$ cat src/rtl/wb_arb_pkg.sv
// Shared types for the writeback-port arbiter.
//   wb_sel_e    : writeback source select encoding used by the WB stage
//   arb_state_e : arbiter FSM state encoding
//   mdu_entry_t : one buffered MDU result (destination + data)
//   wb_mux()    : writeback source selection
package wb_arb_pkg;

  typedef enum logic [1:0] {
    WB_ALU     = 2'b00,
    WB_LOAD    = 2'b01,
    WB_PC4     = 2'b10,
    WB_PC4_ALT = 2'b11
  } wb_sel_e;

  typedef enum logic [0:0] {
    S_PIPE = 1'b0,
    S_MDU  = 1'b1
  } arb_state_e;

  typedef struct packed {
    logic [4:0]  rd;
    logic [31:0] data;
  } mdu_entry_t;

  function automatic logic [31:0] wb_mux(input wb_sel_e sel, input logic [31:0] alu,
                                         input logic [31:0] load, input logic [31:0] pc4);
    case (sel)
      WB_ALU:  return alu;
      WB_LOAD: return load;
      default: return pc4;
    endcase
  endfunction

endpackage

$ cat src/rtl/wb_pend_fifo.sv
// Pending FIFO for MDU results waiting for the register-file write port.
// Ports:
//   clk, rst_n     : clock, async active-low reset (empties the FIFO)
//   push, wdata    : enqueue one entry (caller guarantees not full, or popping)
//   pop            : dequeue head (caller guarantees not empty)
//   head           : current oldest entry
//   full, empty    : occupancy flags
//   count          : number of stored entries
module wb_pend_fifo
  import wb_arb_pkg::*;
#(
  parameter int PEND_DEPTH = 2
) (
  input  logic                          clk,
  input  logic                          rst_n,
  input  logic                          push,
  input  mdu_entry_t                    wdata,
  input  logic                          pop,
  output mdu_entry_t                    head,
  output logic                          full,
  output logic                          empty,
  output logic [$clog2(PEND_DEPTH):0]   count
);

  localparam int AW = $clog2(PEND_DEPTH);

  mdu_entry_t  mem [PEND_DEPTH];
  logic [AW:0] wr_ptr;
  logic [AW:0] rd_ptr;

  // Extra pointer MSB distinguishes full from empty when the low bits match.
  assign empty = (wr_ptr == rd_ptr);
  assign full  = (wr_ptr[AW] != rd_ptr[AW]) && (wr_ptr[AW-1:0] == rd_ptr[AW-1:0]);
  assign count = wr_ptr - rd_ptr;
  assign head  = mem[rd_ptr[AW-1:0]];

  always_ff @(posedge clk or negedge rst_n) begin
    if (!rst_n) begin
      wr_ptr <= '0;
      rd_ptr <= '0;
    end else begin
      if (push) wr_ptr <= wr_ptr + 1'b1;
      if (pop)  rd_ptr <= rd_ptr + 1'b1;
    end
  end

  always_ff @(posedge clk) begin
    if (push) mem[wr_ptr[AW-1:0]] <= wdata;
  end

endmodule

$ cat src/rtl/wb_port_arbiter.sv
// Arbitrates the single register-file write port between the in-order WB
// stage and buffered MDU results, stalls WB when the MDU must drain, and
// tracks outstanding MDU destinations for the hazard unit.
// Optional macro WB_STARVE_GUARD_EN: force an MDU grant after an entry has
// waited MAX_WAIT cycles behind pipeline writes.
// Ports:
//   clk, rst_n                  : clock, async active-low reset
//   pipe_*                      : WB stage request and data sources
//   mdu_valid/rd/data, mdu_ready: MDU result handshake
//   issue_valid, issue_rd       : MDU op issue (sets busy bit)
//   rf_we, rf_rd, rf_wdata      : register-file write port (same-edge write)
//   wb_stall                    : hold the WB stage instruction
//   busy_vec                    : per-register outstanding MDU write
//
// state  | meaning
// S_PIPE | pipeline owns the port; MDU head written only when pipe is idle
// S_MDU  | MDU head owns the port; WB stage stalled
module wb_port_arbiter
  import wb_arb_pkg::*;
#(
  parameter int PEND_DEPTH = 2,
  parameter int MAX_WAIT   = 4
) (
  input  logic        clk,
  input  logic        rst_n,
  input  logic        pipe_valid,
  input  logic        pipe_we,
  input  logic [4:0]  pipe_rd,
  input  logic [1:0]  pipe_wb_sel,
  input  logic [31:0] pipe_alu_data,
  input  logic [31:0] pipe_data_out,
  input  logic [31:0] pipe_pc_four,
  input  logic        mdu_valid,
  input  logic [4:0]  mdu_rd,
  input  logic [31:0] mdu_data,
  output logic        mdu_ready,
  input  logic        issue_valid,
  input  logic [4:0]  issue_rd,
  output logic        rf_we,
  output logic [4:0]  rf_rd,
  output logic [31:0] rf_wdata,
  output logic        wb_stall,
  output logic [31:0] busy_vec
);

  localparam int AW = $clog2(PEND_DEPTH);

  arb_state_e  state;
  arb_state_e  state_nxt;
  mdu_entry_t  head;
  mdu_entry_t  push_entry;
  logic        fifo_full;
  logic        fifo_empty;
  logic [AW:0] fifo_count;
  logic [AW:0] count_nxt;
  logic        full_nxt;
  logic        pipe_req;
  logic        mdu_req;
  logic        mdu_grant;
  logic        push;
  logic        force_mdu;
  logic [31:0] pipe_wdata;
  logic [31:0] set_vec;
  logic [31:0] clr_vec;

  assign pipe_req   = pipe_valid & pipe_we & (pipe_rd != 5'd0);
  assign mdu_req    = ~fifo_empty;
  assign pipe_wdata = wb_mux(wb_sel_e'(pipe_wb_sel), pipe_alu_data, pipe_data_out, pipe_pc_four);

  // Granting the head always pops it; rd=0 heads are discarded without a write.
  assign mdu_grant  = mdu_req & ((state == S_MDU) | ~pipe_req);
  assign mdu_ready  = ~fifo_full | mdu_grant;
  assign push       = mdu_valid & mdu_ready;
  assign push_entry = '{rd: mdu_rd, data: mdu_data};

  // Write strobes are held off while reset is asserted.
  assign rf_we    = rst_n & (mdu_grant ? (head.rd != 5'd0) : ((state == S_PIPE) & pipe_req));
  assign rf_rd    = mdu_grant ? head.rd : pipe_rd;
  assign rf_wdata = mdu_grant ? head.data : pipe_wdata;
  assign wb_stall = rst_n & (state == S_MDU) & pipe_valid;

  wb_pend_fifo #(.PEND_DEPTH(PEND_DEPTH)) u_fifo (
    .clk   (clk),
    .rst_n (rst_n),
    .push  (push),
    .wdata (push_entry),
    .pop   (mdu_grant),
    .head  (head),
    .full  (fifo_full),
    .empty (fifo_empty),
    .count (fifo_count)
  );

  assign count_nxt = fifo_count + (AW+1)'(push) - (AW+1)'(mdu_grant);
  assign full_nxt  = (count_nxt == (AW+1)'(PEND_DEPTH));

`ifdef WB_STARVE_GUARD_EN
  localparam int WW = $clog2(MAX_WAIT + 1);
  logic [WW-1:0] wait_cnt;

  always_ff @(posedge clk or negedge rst_n) begin
    if (!rst_n) begin
      wait_cnt <= '0;
    end else if (mdu_grant) begin
      wait_cnt <= '0;
    end else if (mdu_req && (wait_cnt != WW'(MAX_WAIT))) begin
      wait_cnt <= wait_cnt + 1'b1;
    end
  end

  // Enter S_MDU on the edge where the counter reaches MAX_WAIT; the grant
  // follows in the next cycle and the not-full exit returns to S_PIPE.
  assign force_mdu = mdu_req & ~mdu_grant & (wait_cnt == WW'(MAX_WAIT - 1));
`else
  logic unused_max_wait;
  assign unused_max_wait = ^MAX_WAIT;
  assign force_mdu       = 1'b0;
`endif

  always_comb begin
    state_nxt = state;
    if (state == S_PIPE) begin
      if ((pipe_req & fifo_full) | force_mdu) state_nxt = S_MDU;
    end else begin
      if (!full_nxt) state_nxt = S_PIPE;
    end
  end

  always_ff @(posedge clk or negedge rst_n) begin
    if (!rst_n) state <= S_PIPE;
    else        state <= state_nxt;
  end

  // Set is applied after clear so a same-cycle issue to the same rd wins.
  always_comb begin
    set_vec = '0;
    clr_vec = '0;
    if (issue_valid) set_vec[issue_rd] = 1'b1;
    if (mdu_grant)   clr_vec[head.rd]  = 1'b1;
  end

  always_ff @(posedge clk or negedge rst_n) begin
    if (!rst_n) busy_vec <= '0;
    else        busy_vec <= ((busy_vec & ~clr_vec) | set_vec) & ~32'd1;
  end

endmodule

$ cat config.mk
export PLATFORM = sky130hd
export DESIGN_NAME = wb_port_arbiter
export DESIGN_NICKNAME = d
export VERILOG_FILES = /design/src/rtl/wb_arb_pkg.sv /design/src/rtl/wb_pend_fifo.sv /design/src/rtl/wb_port_arbiter.sv
export SDC_FILE = /design/constraint.sdc
export NUM_CORES = 1
export LEC_CHECK = 0
export BUFFER_PORTS_ARGS = -buffer_cell sky130_fd_sc_hd__buf_2
export CAP_MARGIN = 0
export CORE_UTILIZATION = 44
export CTS_CLUSTER_DIAMETER = 150
export CTS_CLUSTER_SIZE = 16
export DETAILED_ROUTE_END_ITERATION = 10
export MAX_ROUTING_LAYER = met4
export PLACE_DENSITY = 0.76
export SLEW_MARGIN = 30
export SYNTH_ARGS = -nofsm -noshare
export SYNTH_HDL_FRONTEND = slang
export SYNTH_SLANG_ARGS = --single-unit
$ cat constraint.sdc
create_clock -name clk -period 2.85 [get_ports clk]
set_input_delay 0.285 -clock clk [delete_from_list [all_inputs] [get_ports clk]]
set_output_delay 0.285 -clock clk [all_outputs]
set_load 0.005 [all_outputs]
Word level (Yosys, flattened, before mapping). Memories as Yosys holds them, arrays and structs flattened. Index checks and enable logic that the tools add are counted.

Bits in registers: 36. Memory bits (writable): 74. Input port bits: 151. Output and inout bits: 72. Logic and storage cells: 58. Memories kept: 1.

Add/sub/neg operators: 5. $lt $le $gt $ge: 4. Equality and inequality tests: 5. Mux-type cells: 15. Bitwise logic cells: 18. Reduce and logical (&&, ||, !) cells: 6.

Memory list: u_fifo.mem (words 2, width 37, read ports 1, clocked after memory_dff 0, write ports 1, RTL line wb_pend_fifo.sv:27) `mdu_entry_t mem [PEND_DEPTH];`.

Operators with widths (count): 32-bit two-way mux (3); 32-bit one-hot mux with 2 select lines (1); 32-bit bitwise AND (1); 32-bit NOT (1); 32-bit bitwise OR (1); 5-bit by 6-bit < comparator with 1-bit output (second input constant) (2); 1-bit demux with 5-bit select (2); 5-bit by 1-bit greater-or-equal comparator with 1-bit output (second input constant) (2); 5-bit nonzero test (2); 1-bit bitwise AND (9); 1-bit two-way mux (8); 5-bit two-way mux (1); 2-bit by 1-bit adder with 2-bit output (second input constant) (2); 1-bit NOT (4); 1-bit logical AND (3); 2-bit by 1-bit adder with 2-bit output (1); 2-bit by 1-bit equality test with 1-bit output (second input constant) (1); 2-bit equality test (1); 2-bit equality test (second input constant) (1); 2-bit logical NOT (1); 1-bit bitwise OR (2); 2-bit by 1-bit subtractor with 2-bit output (1); 2-bit subtractor (1); 1-bit equality test (1); 1-bit != test (1).

Longest topological paths before layout.
Depth in word-level cells: 12. Mapped depth: 11. Depth with buffers taken out: 9.

Hierarchy. From an unflattened synthesis, not the netlist that was laid out.

Cells, all modules: 465. Area, all modules: 5891.9 um2.

Modules (own cells, without submodules): wb_port_arbiter (instances 1, cells each 332, area each 2975.4 um2, seq. area each 800.8 um2); wb_pend_fifo (instances 1, cells each 133, area each 2916.5 um2, seq. area each 2322.2 um2).

Worst setup path before layout. OpenSTA, ideal clock, no wires.

Path kind: register to register. Start point: register u_fifo.rd_ptr[0]. End point: memory u_fifo.mem[0][0] (netlist name), enable pin. Library setup time: 431 ps. Arrival: 2720 ps. Data required time: 2419 ps. Slack: -302 ps. Cell stages (with the launch flop): 7. Path buffers: 2. Clock period less this slack: 3152 ps. Path through: dfrtp_1 -> buf_2 -> buf_2 -> xnor2_1 -> o2111ai_1 -> nand2_1 -> nor2_1.

Longest elaborated chain between the ends: 7. Elaborated cells between the ends (all ways): 10. Those cells by class: 2 x eq/ne; 2 x mux; 5 x bitwise; 1 x reduce/logical.

Ends and longest elaborated chain: from (decl) (RTL line wb_pend_fifo.sv:29) `logic [AW:0] rd_ptr;`; from (signal assigned) (RTL line wb_pend_fifo.sv:43) `if (pop) rd_ptr <= rd_ptr + 1'b1;`; 2-bit equality test / 1-bit equality test (equally long branches) (RTL line wb_pend_fifo.sv:32, wb_pend_fifo.sv:33); 1-bit NOT / 1-bit logical AND (equally long branches) (RTL line wb_port_arbiter.sv:67, wb_pend_fifo.sv:33); 1-bit bitwise AND / 1-bit NOT (equally long branches) (RTL line wb_port_arbiter.sv:71, wb_port_arbiter.sv:72); 1-bit bitwise OR * (RTL line wb_port_arbiter.sv:72) `assign mdu_ready = ~fifo_full | mdu_grant;`; net mdu_ready (RTL line wb_port_arbiter.sv:36) `output logic mdu_ready,`; 1-bit bitwise AND * (RTL line wb_port_arbiter.sv:73) `assign push = mdu_valid & mdu_ready;`; 1-bit two-way mux * (RTL line wb_pend_fifo.sv:48) `if (push) mem[wr_ptr[AW-1:0]] <= wdata;`; 1-bit two-way mux (not written as such) * (RTL line wb_pend_fifo.sv:48); to (decl) (RTL line wb_pend_fifo.sv:27).

Mark *: on every way through the listed nets, which the timed path passes. The rest lies on a longest branch.

Final worst setup path.
Start point: register u_fifo.wr_ptr[0]. End point: output port rf_rd[2].

Longest elaborated chain between the ends: 4.

Ends and longest elaborated chain: from (decl) (RTL line wb_pend_fifo.sv:28) `logic [AW:0] wr_ptr;`; from (signal assigned) (RTL line wb_pend_fifo.sv:42) `if (push) wr_ptr <= wr_ptr + 1'b1;`; 2-bit equality test (RTL line wb_pend_fifo.sv:32) `assign empty = (wr_ptr == rd_ptr);`; 1-bit NOT (RTL line wb_port_arbiter.sv:67) `assign mdu_req = ~fifo_empty;`; 1-bit bitwise AND (RTL line wb_port_arbiter.sv:71) `assign mdu_grant = mdu_req & ((state == S_MDU) | ~pipe_req);`; 5-bit two-way mux (RTL line wb_port_arbiter.sv:78) `assign rf_rd = mdu_grant ? head.rd : pipe_rd;`; to (decl) (RTL line wb_port_arbiter.sv:40) `output logic [4:0] rf_rd,`.

Every way passes these cells.

==> flow_summary_export.csv <==
group,metric,value,unit
route,vias_per_cell,5.31,
clock_network,post_cts_resized,0,
setup_path,r2r_start,"state",
sta,slew_viol_final,0,
route,wl,14100,um
clock_network,postCtsSetupRepairBufs,0,
synthesis,yosys-top-cells-count,"99 x mux2i_1, 74 x edfxtp_1, 44 x nand2_1",
pwr,ir_drop,0.409,mV
sta,fin_crit_sh,92.3,%
synthesis,yosysSeqAreaShare,55.8,%
pwr,cellLeakagePower,3.33,nW
worst_hold_path,hp-start,"mdu_data[13]",
clock_network,hold_buffers,1,
job,cap_violations,0,
setup_path,reg2reg_to,"state",
floorplan,die_width,115,um
synthesis,yosys-top-cells-area,"edfxtp_1 40%, mux2i_1 18%, dfrtp_1 16%, o41ai_1 3.6%, a21oi_1 3.0%",
route,via_count,4519,
status,status,"complete, no violations",
setup_path,cp_max_fo,24,
clock_network,cts-htree-levels,3,
sta,setup_tns,0,ps
route,drt-initial-drc-count,422,
worst_hold_path,hold_depth,1,
setup_path,crit_family,"buffers and inverters",
synthesis,yosysTopAreaCellShare,39.7,%
synthesis,synth_ff_type,"edfxtp_1",
sta,tightest_slew,876,ps
setup_path,path_buf_inv,2,
setup_path,critPathSlowestCell,"dfrtp_1",
setup_path,cp-end-kind,"primary output",
global_route,grt_max_degree,42,
clock_network,clkTransAtPathRegs,80,ps
setup_path,r2r_slack,470,ps
pwr,p_seq_share,35.3,%
setup_path,worstPathCellList,"xor2_1 -> nor2_2 -> nor2_4 -> buf_4 -> mux2_2 -> buf_2",
sta,hold_viol,0,
synthesis,synth-async-reset-ratio,32.7,%
clock_network,cts_buffers,9,
floorplan,start_util,45.8,%
global_route,grt_usage,21.9,%
route,drc,0,
pwr,p_sw,2.60,mW
final_layout,final_layout_size_suffix_gt1_share,39.4,%
setup_path,reg2reg_depth,9,
place,gp_congestion,0.890,
synthesis,yosysUniqueCellTypes,39,
global_route,grt_overflow,0,
synthesis,synth_largest_area_cell,"edfxtp_1",
sta,post-route-min-period,2630,ps
global_route,first_global_vias,4453,
final_layout,area_delta_synth_final,28.7,%
synthesis,synth_area,5600,um^2
sta,slew-limit-headroom,41.6,%
setup_path,path_depth,6,
final_layout,antennaDiodeCount,0,
route,antenna_left,0,
place,numPortBuffers,221,
sta,rsz0062_at_grt,"no",
final_layout,final_util,59.0,%
setup_path,crit_type,"reg -> out",
route,wl_per_cell,16.5,um
synthesis,synth.most_common_cell,"mux2i_1",
floorplan,core,12200,um^2
place,dp_hpwl,10600,um
pwr,sw_frac_of_total,36.9,%
synthesis,postSynthAreaPerCell,12.2,um^2
pwr,p_int,4.45,mW
worst_hold_path,hold_end,"u_fifo.mem[1][13]",
sta,fmax,380,MHz
clock_network,cts_tree,"built",
floorplan,ios,223,
synthesis,yosys_warnings,0,
route,dr.pass1.iters,4,
global_route,grt_pass1_wl,21400,um
clock_network,insertion_delay,350,ps
floorplan,row_count,40,
sta,fin_worst_skew,14.7,ps
setup_path,required,2570,ps
setup_path,crit_path_start,"u_fifo.wr_ptr[0]",
setup_path,cp.arrival,2350,ps
pwr,combPwrFrac,46.2,%
setup_path,startpoint_type,"flip-flop",
sta,finalSetupViolCount,0,
final_layout,fin_nets,831,
synthesis,syn_nets,611,
synthesis,synth_edf_count,74,
setup_path,cp_slowest_stage_delay,510,ps
clock_network,clockBufferDepth,2,
pwr,pwr-share-clk,18.5,%
worst_hold_path,worstHoldPathType,"in -> reg",
synthesis,netlist_instances,458,
floorplan,die_area,13200,um^2
synthesis,ys_ff_latch,110,
global_route,antenna_found_initial,0,
floorplan,dieHeight,115,um
clock_network,cts-root-buf,"clkbuf_16",
pwr,p_per_area,979,nW/um^2
clock_network,cts.sinks,110,
-- registers in the layout (all words and copies together) (netlist names) --
| register | count |
|---|---|
| u_fifo.mem | 74 |
| busy_vec | 31 |
| u_fifo.rd_ptr | 2 |
| u_fifo.wr_ptr | 2 |
| state | 1 |
-- layout by cell type (no fill, tap or decap), types with 2 or more instances in the layout --
cell,instances
nand3b_1,3
o21ai_1,2
xnor2_1,3
xor2_1,6
and3_1,3
nand2b_1,3
mux2_2,9
nor2_1,35
dfrtp_1,35
nand2_1,44
buf_4,14
nor3b_1,5
or2_2,2
inv_1,3
clkbuf_16,9
inv_8,2
nand3_1,7
o31ai_1,8
o41ai_1,23
edfxtp_1,74
clkinvlp_4,2
buf_2,221
nor2_4,2
o2111ai_1,3
and3b_1,4
a21oi_1,33
o21ai_0,10
mux2i_1,99
-- how the worst max path moves through the flow --
stage	end	slack, ps
2_1_floorplan	u_fifo.mem[0][0]	310
3_3_place_gp	state	310
3_5_place_dp	state	180
4_1_cts	rf_rd[2]	210
5_1_grt	rf_rd[2]	110
6_report	rf_rd[2]	220
-- metrics by stage --
| stage | cell area, um^2 | cells | setup slack, ps | power [mW] | hold WS (ps) |
|---|---|---|---|---|---|
| finish | 7200 | 851 | 219 | 7.05 | 120 |
| global route | 7200 | 851 | 115 | 7.47 | 103 |
| CTS | 7200 | 851 | 213 | 7.10 | 110 |
| detailed placement | 6870 | 834 | 181 | 5.79 | 172 |
| global placement | 6870 | 834 | 311 | 5.69 | 171 |
| floorplan | 5600 | 458 | 306 | 4.56 | -10.6 |
-- cells by family after synthesis --
group           Yosys count  synth area share (%)
other cells               1                0.0670
fa+ha+maj                 2                 0.581
simple gates            113                  9.41
xor+xnor                  9                  1.41
mux                     108                  19.5
compound gates           84                  9.90
buf+inv                  31                  3.33
flops                   110                  55.8
-- final cells by class --
type,count,area [um^2]
clock inverters,7,92.6
inverters,3,11.3
repair buffers,237,1240
well taps,168,210
fillers,1058,5010
multi-input cells,317,2300
clock buffers,9,225
flip-flops and latches,110,3120
-- power groups by stage --
stage	Combinational, mW	Clock [mW]	Sequential [mW]
global placement	3.20	0	2.49
CTS	3.28	1.33	2.48
detailed placement	3.28	0	2.51
finish	3.26	1.30	2.49
global route	3.55	1.40	2.53
floorplan	2.08	0	2.48
-- per-layer routing --
metal  up-vias  share of wire, %  GRT usage (%)
met4         0               2.5           7.97
met2       184                53           38.4
met1      2141                39           24.9
met5         -                 0              -
met3        33               5.6           4.32
li1       2161                 -              -
Note: power is estimated with default switching activity, not from simulation.
